### config.mk
export PLATFORM = sky130hd
export DESIGN_NAME = fp_stream_accumulator
export DESIGN_NICKNAME = d
export VERILOG_FILES = /design/src/rtl/fp_stream_accumulator.sv
export SDC_FILE = /design/constraint.sdc
export NUM_CORES = 1
export LEC_CHECK = 0
export BUFFER_PORTS_ARGS = -buffer_cell sky130_fd_sc_hd__buf_2
export CORE_MARGIN = 2
export CORE_UTILIZATION = 50
export CTS_CLUSTER_DIAMETER = 40
export DETAILED_ROUTE_END_ITERATION = 16
export HOLD_SLACK_MARGIN = 0.15
export PLACE_DENSITY = 0.87
export SETUP_SLACK_MARGIN = 0.02
export SLEW_MARGIN = 30
export SYNTH_ARGS = -nofsm -noshare
export SYNTH_HDL_FRONTEND = slang
export SYNTH_SLANG_ARGS = --single-unit
### constraint.sdc
create_clock -name clk -period 2.77 [get_ports clk]
set_input_delay 0.277 -clock clk [delete_from_list [all_inputs] [get_ports clk]]
set_output_delay 0.277 -clock clk [all_outputs]
set_load 0.03 [all_outputs]
### src/rtl/fp_stream_accumulator.sv
// fp_stream_accumulator: stream front/back end around an external combinational
// FP32 adder. Operands of a packet are folded into a running sum one at a time
// (add_a = running sum, add_b = next operand). The sum and the operand count are
// presented on an output stream when the packet ends. No FP arithmetic happens
// here; rounding and special values are entirely the adder's business.
module fp_stream_accumulator #(
    parameter int ADD_WAIT = 1,
    parameter int CNT_W    = 16
) (
    input  logic             clk,
    input  logic             rst_n,
    input  logic             in_valid,
    output logic             in_ready,
    input  logic [31:0]      in_data,
    input  logic             in_last,
    output logic [31:0]      add_a,
    output logic [31:0]      add_b,
    input  logic [31:0]      add_s,
    output logic             out_valid,
    input  logic             out_ready,
    output logic [31:0]      out_data,
    output logic [CNT_W-1:0] out_count
);

    localparam int WAIT_W = (ADD_WAIT > 1) ? $clog2(ADD_WAIT) : 1;
    localparam logic [WAIT_W-1:0] WAIT_LOAD = WAIT_W'(ADD_WAIT - 1);

    typedef enum logic [1:0] {
        IDLE,
        ACCEPT,
        ADD,
        OUT
    } AccState;

    AccState state;
    AccState nextState;

    logic [31:0]       accReg;
    logic [31:0]       opndReg;
    logic [CNT_W-1:0]  countReg;
    logic [WAIT_W-1:0] waitCnt;
    logic              lastReg;

    logic inReadyInt;
    logic outValidInt;
    logic inFire;
    logic addDone;

    assign inFire  = in_valid & inReadyInt;
    assign addDone = (waitCnt == '0);

    // State register; reset drops any partially accumulated packet.
    always_ff @(posedge clk or negedge rst_n) begin
        if (!rst_n) begin
            state <= IDLE;
        end else begin
            state <= nextState;
        end
    end

    // Next-state and handshake outputs; in_ready depends on the state alone.
    always_comb begin
        nextState   = state;
        inReadyInt  = 1'b0;
        outValidInt = 1'b0;
        case (state)
            IDLE: begin
                inReadyInt = 1'b1;
                if (in_valid) begin
                    nextState = in_last ? OUT : ACCEPT;
                end
            end
            ACCEPT: begin
                inReadyInt = 1'b1;
                if (in_valid) begin
                    nextState = ADD;
                end
            end
            ADD: begin
                if (addDone) begin
                    nextState = lastReg ? OUT : ACCEPT;
                end
            end
            OUT: begin
                outValidInt = 1'b1;
                if (out_ready) begin
                    nextState = IDLE;
                end
            end
            default: nextState = IDLE;
        endcase
    end

    // Datapath: the first operand loads the accumulator directly so odd encodings
    // survive bit-exact; later operands wait out the adder delay before capture.
    always_ff @(posedge clk or negedge rst_n) begin
        if (!rst_n) begin
            accReg   <= 32'h0;
            opndReg  <= 32'h0;
            countReg <= '0;
            waitCnt  <= '0;
            lastReg  <= 1'b0;
        end else begin
            case (state)
                IDLE: begin
                    if (inFire) begin
                        accReg   <= in_data;
                        countReg <= CNT_W'(1);
                    end
                end
                ACCEPT: begin
                    if (inFire) begin
                        opndReg <= in_data;
                        lastReg <= in_last;
                        waitCnt <= WAIT_LOAD;
                    end
                end
                ADD: begin
                    if (!addDone) begin
                        waitCnt <= waitCnt - WAIT_W'(1);
                    end else begin
                        accReg <= add_s;
                        if (countReg != '1) begin
                            countReg <= countReg + CNT_W'(1);
                        end
                    end
                end
                default: begin
                end
            endcase
        end
    end

    assign in_ready  = inReadyInt;
    assign out_valid = outValidInt;
    assign add_a     = accReg;
    assign add_b     = opndReg;
    assign out_data  = accReg;
    assign out_count = countReg;

endmodule

==> results.cfg, run 1 <==
[critical_path]
critPathArrivalTime_ns = 1.87
crit_end = out_valid
cp.buffers_inverters = 3
crit_chain = buf_4 > buf_4 > and2_1 > buf_2
crit_fanout = 21
cp_slowest_stage_delay_ns = 0.61
r2r_cells = 2
crit_type = reg -> out
required_ns = 2.49
r2r-start = state[0]
rrSetupSlack_ns = 0.65
regToRegEndpoint = add_b[6]
crit_top_cell = buf_4
slowest_stage = dfrtp_1
critPathTopFamily = buffers and inverters
end_kind = output port
startpoint = state[0]
start_kind = flip-flop
worstSetupPathDepth = 4

[yosys]
synth_flop_cell = dfrtp_1
synth_fp_nets = 462
synth_edf_count = 0
postSynthAreaPerCell_um2 = 10.6
yosys_warnings = 0
ys_seq_elements = 83
synthesis.area_um2 = 4160
ys_seq_area_share_pct = 49.9
synthCells = 392
async_flop_share_pct = 100
synth_cell_types = 46

[placed_design]
place_ws_ns = 0.669
portBuffers = 182
finalWeightedCongestion = 0.895
place.detailed.hpwl_mm = 7.67

[global_routing]
grt_pass1_wl_mm = 17.2
grt_antenna_before_repair = 0
grt_max_degree = 84
overflow = 0
grt_pass1_vias = 3515
grt_use_total_pct = 24.4

[timing]
fin_setup_tns_ns = 0
worst_slack_ns = 0.622
rsz0062_at_grt = false
max_freq_mhz = 466
post-route-period-util_pct = 77.5
worst-slew-pin-transition_ns = 0.913
period_needed_ns = 2.15
slew_viol_final = 0
setup_violations = 0
hold_viol = 0
hold-worst-slack_ns = 0.171
fin_skew_ns = 0.0145
slew-limit-headroom_pct = 39.1

[power_and_ir_drop]
powerDensity_nw_per_um2 = 1390
finalPower_mw = 7.15
ir_drop_v = 0.000674
leakagePower_nw = 2.49

[detailed_routing]
drc_errors = 0
route.antenna.remaining_nets = 0
vias = 3648
viasPerCell = 5.65
firstDrtPassIters = 5
avgRoutedWirePerCell_um = 17.1
drt-total-wl_mm = 11.0
drt_iter0_drc = 174

[clock_network]
clk_pin_slew_ns = 0.09
cts.sinks = 83
cts-resized-gates = 0
worstSkewPairLatency_ns = 0.34
numCtsBuffers = 9
htree_levels = 3
cts_tree = yes
root_buffer = clkbuf_8
cts_buffer_depth = 2

[die]
num_io_pins = 183
die_h_um = 95.3
die_width_um = 95.3
coreArea_um2 = 8130
fp-row-count = 33
die-area_um2 = 9070
initial_core_util_pct = 51.2

[finish]
antenna_cells = 0
syn_to_final_growth_pct = 23.5
drive_above_1_share_pct = 45.7
utilization_pct = 63.2
nets = 606

[worst_hold_path]
hold_path.class = in -> reg
hold_start = add_s[10]

[outcome]
status = completed

[flow_run]
maxCapViolations = 0
logic make-up (layout without fill, tap and decap cells):
logic type	after synthesis	count (layout)	share of synthesized area [%]
muxes	35	35	9.53
DFF	83	83	49.9
adders and majority gates	1	1	0.300
xor gates and xnor gates	4	4	0.841
buffers and inverters	64	213	9.16
AOI/OAI and AO/OA	133	133	19.8
and+or+nand+nor	72	72	10.5
synth_stat cells (4+ instances only):
cell type   n  area, um^2
o21ai_0    38         190
mux2_2     33         372
buf_2       5        25.0
a22oi_1    32         240
buf_4      32         240
a31oi_1     6        37.5
clkbuf_1   20        75.1
nor3_1      4        20.0
inv_1       5        18.8
nor2_1      8        30.0
nor2b_1    34         213
nand3_1     5        25.0
dfrtp_1    83        2080
nand2_1     7        26.3
a21oi_1    39         195
flip-flops by register name, indices dropped and copies added, names as in the netlist:
register and flops:
add_a 32, out_count 16, lastReg 1, add_b 32, state 2
where the power goes:
part / switching (mW) / leakage (nW) / internal (mW)
logic: 2.72 / 1.38 / 1.30
clock network: 0.431 / 0.0926 / 0.441
registers: 0.476 / 1.01 / 1.78
worst min-delay path by stage:
stage / slack, ns / endpoint / cells after the start
after floorplan: -0.02 / add_a[0] / 0
after global placement: 0.48 / add_b[9] / 1
after detailed placement: 0.38 / add_b[27] / 1
after CTS: 0.15 / add_a[7] / 3
after global routing: 0.16 / add_a[23] / 3
final: 0.17 / add_a[10] / 3
routing by layer:
metal | vias up | wire length (um) | GRT usage [%] | part of all wire [%]
met5 | - | 0 | 0 | 0
met4 | 0 | 238 | 9.18 | 2.2
met3 | 20 | 695 | 3.95 | 6.3
met2 | 179 | 5830 | 43.9 | 53
met1 | 1783 | 4260 | 29.3 | 39
li1 | 1666 | - | - | -
final cells by class:
class	instances	area [um^2]
fill	715	2990
sequential	83	2080
multi-input combinational	245	1720
timing repair buffer	192	1000
clock buffer	12	145
tap	105	131
clock inverter	4	50.0
inverter	5	18.8
placed cells by master (no fill, tap or decap), types with 2 or more instances in the layout:
cell           netlist  routed
buf_2                5     181
dfrtp_1             83      83
a21oi_1             39      39
o21ai_0             38      38
mux2_2              33      33
nor2b_1             34      32
a22oi_1             32      32
clkbuf_8             0      10
nor2_1               8       8
nand2_1              7       7
buf_4               32       7
a31oi_1              6       6
inv_1                5       5
nand3_1              5       4
nor3_1               4       4
xor2_1               3       3
a22o_1               3       3
o211a_1              3       3
dlygate4sd3_1        0       3
nand3_2              1       2
nand4_1              2       2
o31ai_1              2       2
nor4_1               2       2
clkinvlp_4           0       2
clkbuf_1            20       2
timing repair:
action	CTS	global route
setup buffers	0	0
hold buffers	3	0
hold endpoints to repair	85	0
worst min-delay path: stages:
cell	delay [ns]
buf_2	0.08
a22oi_1	0.05
o21ai_0	0.07
through the flow:
stage                     instance area (um^2)  instances
after floorplan                           4160        392
after global placement                    4910        627
after detailed placement                  4920        627
after CTS                                 5140        646
after global routing                      5140        646
final                                     5140        646
Note: power is estimated with default switching activity, not from simulation.
==> run 2: changes to the inputs <==
--- a/config.mk
+++ b/config.mk
@@ -7,11 +7,11 @@
 export LEC_CHECK = 0
 export BUFFER_PORTS_ARGS = -buffer_cell sky130_fd_sc_hd__buf_2
 export CORE_MARGIN = 2
-export CORE_UTILIZATION = 50
+export CORE_UTILIZATION = 43
 export CTS_CLUSTER_DIAMETER = 40
 export DETAILED_ROUTE_END_ITERATION = 16
 export HOLD_SLACK_MARGIN = 0.15
-export PLACE_DENSITY = 0.87
+export PLACE_DENSITY = 0.8
 export SETUP_SLACK_MARGIN = 0.02
 export SLEW_MARGIN = 30
 export SYNTH_ARGS = -nofsm -noshare
==> constraint.sdc (replaced) <==
create_clock -name clk -period 1.9 [get_ports clk]
set_input_delay 0.19 -clock clk [delete_from_list [all_inputs] [get_ports clk]]
set_output_delay 0.19 -clock clk [all_outputs]
set_load 0.03 [all_outputs]
==> run 2 against run 1 <==
Against the previous run: via count grew 7.6%; sequential power is 46% higher; flip-flop and latch count unchanged; total power grew 48%; clock-buffer cell count grew 1; combinational power grew 52%; critical path depth grew 2; clock skew fell by 0.0036 ns; sequential share of layout area shrank 5.0 points; design area is 14% higher; non-clock buffer count up 71; critical endpoint is now out_count[10]; largest cell class unchanged.
==> results.cfg, run 2 (synthesized netlist as in run 1, its figures left out) <==
[finish]
multiInputGateArea_um2 = 1740
nets = 677
syn_to_final_growth_pct = 41.3
layout_commonest_cell = buf_2
register_area_um2 = 2080
fin_area_um2 = 5880
layout.cells.most_common_list = buf_2 (181), dfrtp_1 (81), dlygate4sd3_1 (67), a21oi_1 (39), o21ai_0 (38)
fill_cells = 777
utilization_pct = 63.1
antenna_cells = 0
drive_above_1_share_pct = 42.1

[clock_network]
cts_setup_buffers = 0
cts_buffer_depth = 2
cts_tree = yes
cts.sinks = 83
clk_pin_slew_ns = 0.08
worstSkewPairLatency_ns = 0.35
root_buffer = clkbuf_8
numCtsBuffers = 9
htree_levels = 3

[detailed_routing]
viasPerCell = 5.31
drt_iter0_drc = 175
firstDrtPassIters = 5
drc_errors = 0
avgRoutedWirePerCell_um = 17.0
drt-total-wl_mm = 12.6
route.antenna.remaining_nets = 0
vias = 3926

[timing]
rsz0062_at_grt = false
max_freq_mhz = 564
worst-slew-pin-transition_ns = 0.538
setup_violations = 0
slew-limit-headroom_pct = 64.1
hold_viol = 0
period_needed_ns = 1.77
slew_viol_final = 0
post-route-period-util_pct = 93.4
fin_setup_tns_ns = 0
fin_skew_ns = 0.0109

[die]
die_width_um = 102
die_h_um = 102
initial_core_util_pct = 44.6
num_io_pins = 183
fp-row-count = 35
die-area_um2 = 10500
coreArea_um2 = 9330

[critical_path]
required_ns = 2.16
end_kind = flip-flop
rrSetupSlack_ns = 0.13
start_kind = flip-flop
crit_type = reg -> reg
crit_fanout = 7
critPathArrivalTime_ns = 2.03

[power_and_ir_drop]
powerDensity_nw_per_um2 = 1800
leakagePower_nw = 2.79
ir_drop_v = 0.00110
finalPower_mw = 10.6

[global_routing]
grt_pass1_vias = 3994
grt_max_degree = 60
overflow = 0
grt_antenna_before_repair = 0
grt_use_total_pct = 23.7
grt_pass1_wl_mm = 19.3

[worst_hold_path]
hold_path.class = in -> async

[placed_design]
finalWeightedCongestion = 0.806
portBuffers = 182
place.detailed.hpwl_mm = 7.88
placed_cell_area_um2 = 5020

[outcome]
status = completed

[flow_run]
maxCapViolations = 0
-- run 2: cell types whose count changed in the layout (fill, tap and decap cells not counted), sizes merged --
| cell | before | now |
|---|---|---|
| clkinvlp | 2 | 0 |
| dlygate4sd3 | 3 | 67 |
| buf | 189 | 196 |
| clkbuf | 12 | 13 |
| bufinv | 1 | 0 |
| clkinv | 1 | 2 |
-- run 2: final cells by class --
type | instances | share of cell area [%]
clock buffers | 13 | 2.87
clock inverters | 2 | 0.170
inverters | 5 | 0.319
multi-input cells | 245 | 29.6
flip-flops and latches | 83 | 35.4
well taps | 129 | 2.74
repair buffers | 263 | 28.9
-- run 2: path summary, 6_finish.rpt --
check | from | endpoint | depth (start not counted)
min reg2reg | add_b[19] | add_b[19] | 1
max | out_count[0] | out_count[10] | 6
min in group clk | in_valid | state[1] | 3
max in group asynchronous | rst_n | add_a[21] | 3
max reg2reg | out_count[0] | out_count[10] | 6
min | rst_n | out_count[7] | 2
-- run 2: worst max-delay path, stage by stage (launching register included) --
cell and delay, ns:
dfrtp_2 0.44, ha_4 0.18, nand3_4 0.10, or2_4 0.30, o31a_1 0.32, buf_4 0.18
a31oi_1 0.18
-- run 2: timing repair --
action	CTS	global route
gates resized for setup	0	1
endpoints found under the setup margin	0	3
hold endpoints to repair	141	0
hold buffers	67	0
-- run 2: power by group --
group / total, mW / switching [mW] / internal, mW
Clock: 1.18 / 0.606 / 0.572
Combinational: 6.13 / 4.10 / 2.04
Sequential: 3.29 / 0.697 / 2.59
-- run 2: per-stage QoR --
step           hold slack [ns]  setup slack (ns)  instances
3_5_place_dp             0.122             0.169        658
4_1_cts                  0.283             0.142        740
3_3_place_gp             0.115             0.215        658
6_report                 0.290             0.126        740
5_1_grt                  0.305            0.0604        740
2_1_floorplan           -0.106            0.0234        392
-- run 2: metal layers --
metal / track usage [%] / vias to the layer above / wire length, um
met4: 8.51 / 0 / 255
met5: 0 / - / 0
li1: - / 1805 / -
met3: 5.61 / 23 / 864
met2: 41.3 / 204 / 6470
met1: 28.8 / 1894 / 4970
==> run 3: changes to the inputs <==
--- a/config.mk
+++ b/config.mk
@@ -11,7 +11,7 @@
 export CTS_CLUSTER_DIAMETER = 40
 export DETAILED_ROUTE_END_ITERATION = 16
 export HOLD_SLACK_MARGIN = 0.15
-export PLACE_DENSITY = 0.8
+export PLACE_DENSITY_LB_ADDON = 0.08
 export SETUP_SLACK_MARGIN = 0.02
 export SLEW_MARGIN = 30
 export SYNTH_ARGS = -nofsm -noshare
==> run 3 against run 2 <==
Against the previous run: clock skew up 0.0017 ns; worst setup slack improved by 0.0037 ns; non-clock buffer count is 3 higher; design area is 1.6% higher; final cell count increased by 0.54%; register-to-register slack is essentially flat; total power up 2.3%; critical path depth unchanged; first-iteration DRC count decreased by 46%; via count is 2.7% lower; global-route usage down 0.77 points.
==> results.cfg, run 3 (synthesized netlist as in run 1, its figures left out) <==
[placed_design]
place_ws_ns = 0.118
placed_cell_area_um2 = 5060
dp.cells = 661
finalWeightedCongestion = 0.908
portBuffers = 182
place.detailed.hpwl_mm = 7.72

[die]
num_io_pins = 183
coreArea_um2 = 9330
die_width_um = 102
die_h_um = 102
fp-row-count = 35
initial_core_util_pct = 44.6
die-area_um2 = 10500

[finish]
layout.cells.most_common_list = buf_2 (181), dfrtp_1 (80), dlygate4sd3_1 (67), a21oi_1 (39), o21ai_0 (38)
antenna_cells = 0
nets = 680
final_cells = 744
layout_commonest_cell = buf_2
drive_above_1_share_pct = 42.8
fin_area_um2 = 5980
syn_to_final_growth_pct = 43.5

[clock_network]
cts_buffer_depth = 2
root_buffer = clkbuf_8
worstSkewPairLatency_ns = 0.35
numCtsBuffers = 9
cts_setup_buffers = 0
clk_pin_slew_ns = 0.09
htree_levels = 3
cts_tree = yes
cts.sinks = 83

[flow_run]
maxCapViolations = 0

[critical_path]
crit_chain = ha_4 > nand3_4 > or2_4 > o31a_1 > buf_4 > a31oi_1
r2r_cells = 6
cp.buffers_inverters = 1
rrSetupSlack_ns = 0.13
startpoint = out_count[0]
end_kind = flip-flop
crit_fanout = 7
worstSetupPathDepth = 6
slowest_stage = dfrtp_2
required_ns = 2.17
start_kind = flip-flop
critPathTopFamily = compound AO/OA/AOI/OAI gates
crit_type = reg -> reg
crit_end = out_count[10]
critPathArrivalTime_ns = 2.04
cp_slowest_stage_delay_ns = 0.44
r2r-start = out_count[0]
regToRegEndpoint = out_count[10]

[timing]
worst-slew-pin-transition_ns = 0.403
slew_viol_final = 0
max_freq_mhz = 565
rsz0062_at_grt = false
setup_violations = 0
worst_slack_ns = 0.130
slew-limit-headroom_pct = 73.0
period_needed_ns = 1.77
fin_skew_ns = 0.0126
hold_viol = 0
hold-worst-slack_ns = 0.196
post-route-period-util_pct = 93.2
fin_setup_tns_ns = 0

[power_and_ir_drop]
leakagePower_nw = 2.83
powerDensity_nw_per_um2 = 1810
ir_drop_v = 0.000971

[detailed_routing]
drc_errors = 0
viasPerCell = 5.13
vias = 3820
drt-total-wl_mm = 11.8
firstDrtPassIters = 6
avgRoutedWirePerCell_um = 15.9
drt_iter0_drc = 94
route.antenna.remaining_nets = 0

[global_routing]
grt_use_total_pct = 23.0
grt_antenna_before_repair = 0
grt_pass1_wl_mm = 18.8
overflow = 0
grt_pass1_vias = 3815
grt_max_degree = 41

[outcome]
status = completed

[worst_hold_path]
hold_path.class = in -> reg
-- run 3: cell count changes in the layout (fill, tap and decap cells not counted), sizes merged --
cell / change
bufinv: +2
clkbuf: -2
buf: +3
clkinvlp: +1
-- run 3: power by group --
part / internal (mW) / total [mW] / switching (mW)
clock network: 0.817 / 1.48 / 0.658
logic: 2.08 / 6.10 / 4.03
registers: 2.59 / 3.27 / 0.674
total: 5.49 / 10.8 / 5.36
-- run 3: worst min path at each step --
| stage | slack, ns | cells after the start | startpoint | end |
|---|---|---|---|---|
| finish | 0.20 | 3 | in_valid | state[1] |
| detailed placement | 0.11 | 1 | rst_n | out_count[6] |
| global placement | 0.11 | 1 | rst_n | out_count[6] |
| CTS | 0.18 | 3 | in_valid | state[1] |
| global route | 0.21 | 3 | in_valid | state[1] |
| floorplan | -0.11 | 0 | rst_n | add_a[0] |
-- run 3: cell type report --
cell class | instances | area, um^2
inverter | 5 | 18.8
clock buffer | 11 | 151
clock inverter | 5 | 85.1
multi-input combinational | 245 | 1740
sequential | 83 | 2080
tap | 129 | 161
fill | 767 | 3350
timing repair buffer | 266 | 1740
-- run 3: timing repair --
action / in CTS / in global routing
hold buffers: 67 / 0
setup endpoints to repair: 0 / 6
hold endpoints to repair: 149 / 0
resized for setup: 0 / 1
-- run 3: per-stage QoR --
stage          utilization, %  power, mW
6_report                 64.1       10.8
5_1_grt                  64.1       11.5
4_1_cts                  64.0       10.9
3_5_place_dp             54.2       9.31
3_3_place_gp             54.2       9.21
2_1_floorplan               -       7.87
-- run 3: per-layer routing --
metal | global-route usage [%] | up-vias | wire length, um
met1 | 30.2 | 1853 | 5110
met3 | 4.04 | 12 | 629
li1 | - | 1821 | -
met5 | 0 | - | 0
met4 | 8.00 | 0 | 123
met2 | 38.4 | 134 | 5960
-- run 3: worst register-to-register path, stage by stage (launching register included) --
cell,delay (ns)
dfrtp_2,0.44
ha_4,0.17
nand3_4,0.10
or2_4,0.30
o31a_1,0.32
buf_4,0.18
a31oi_1,0.18
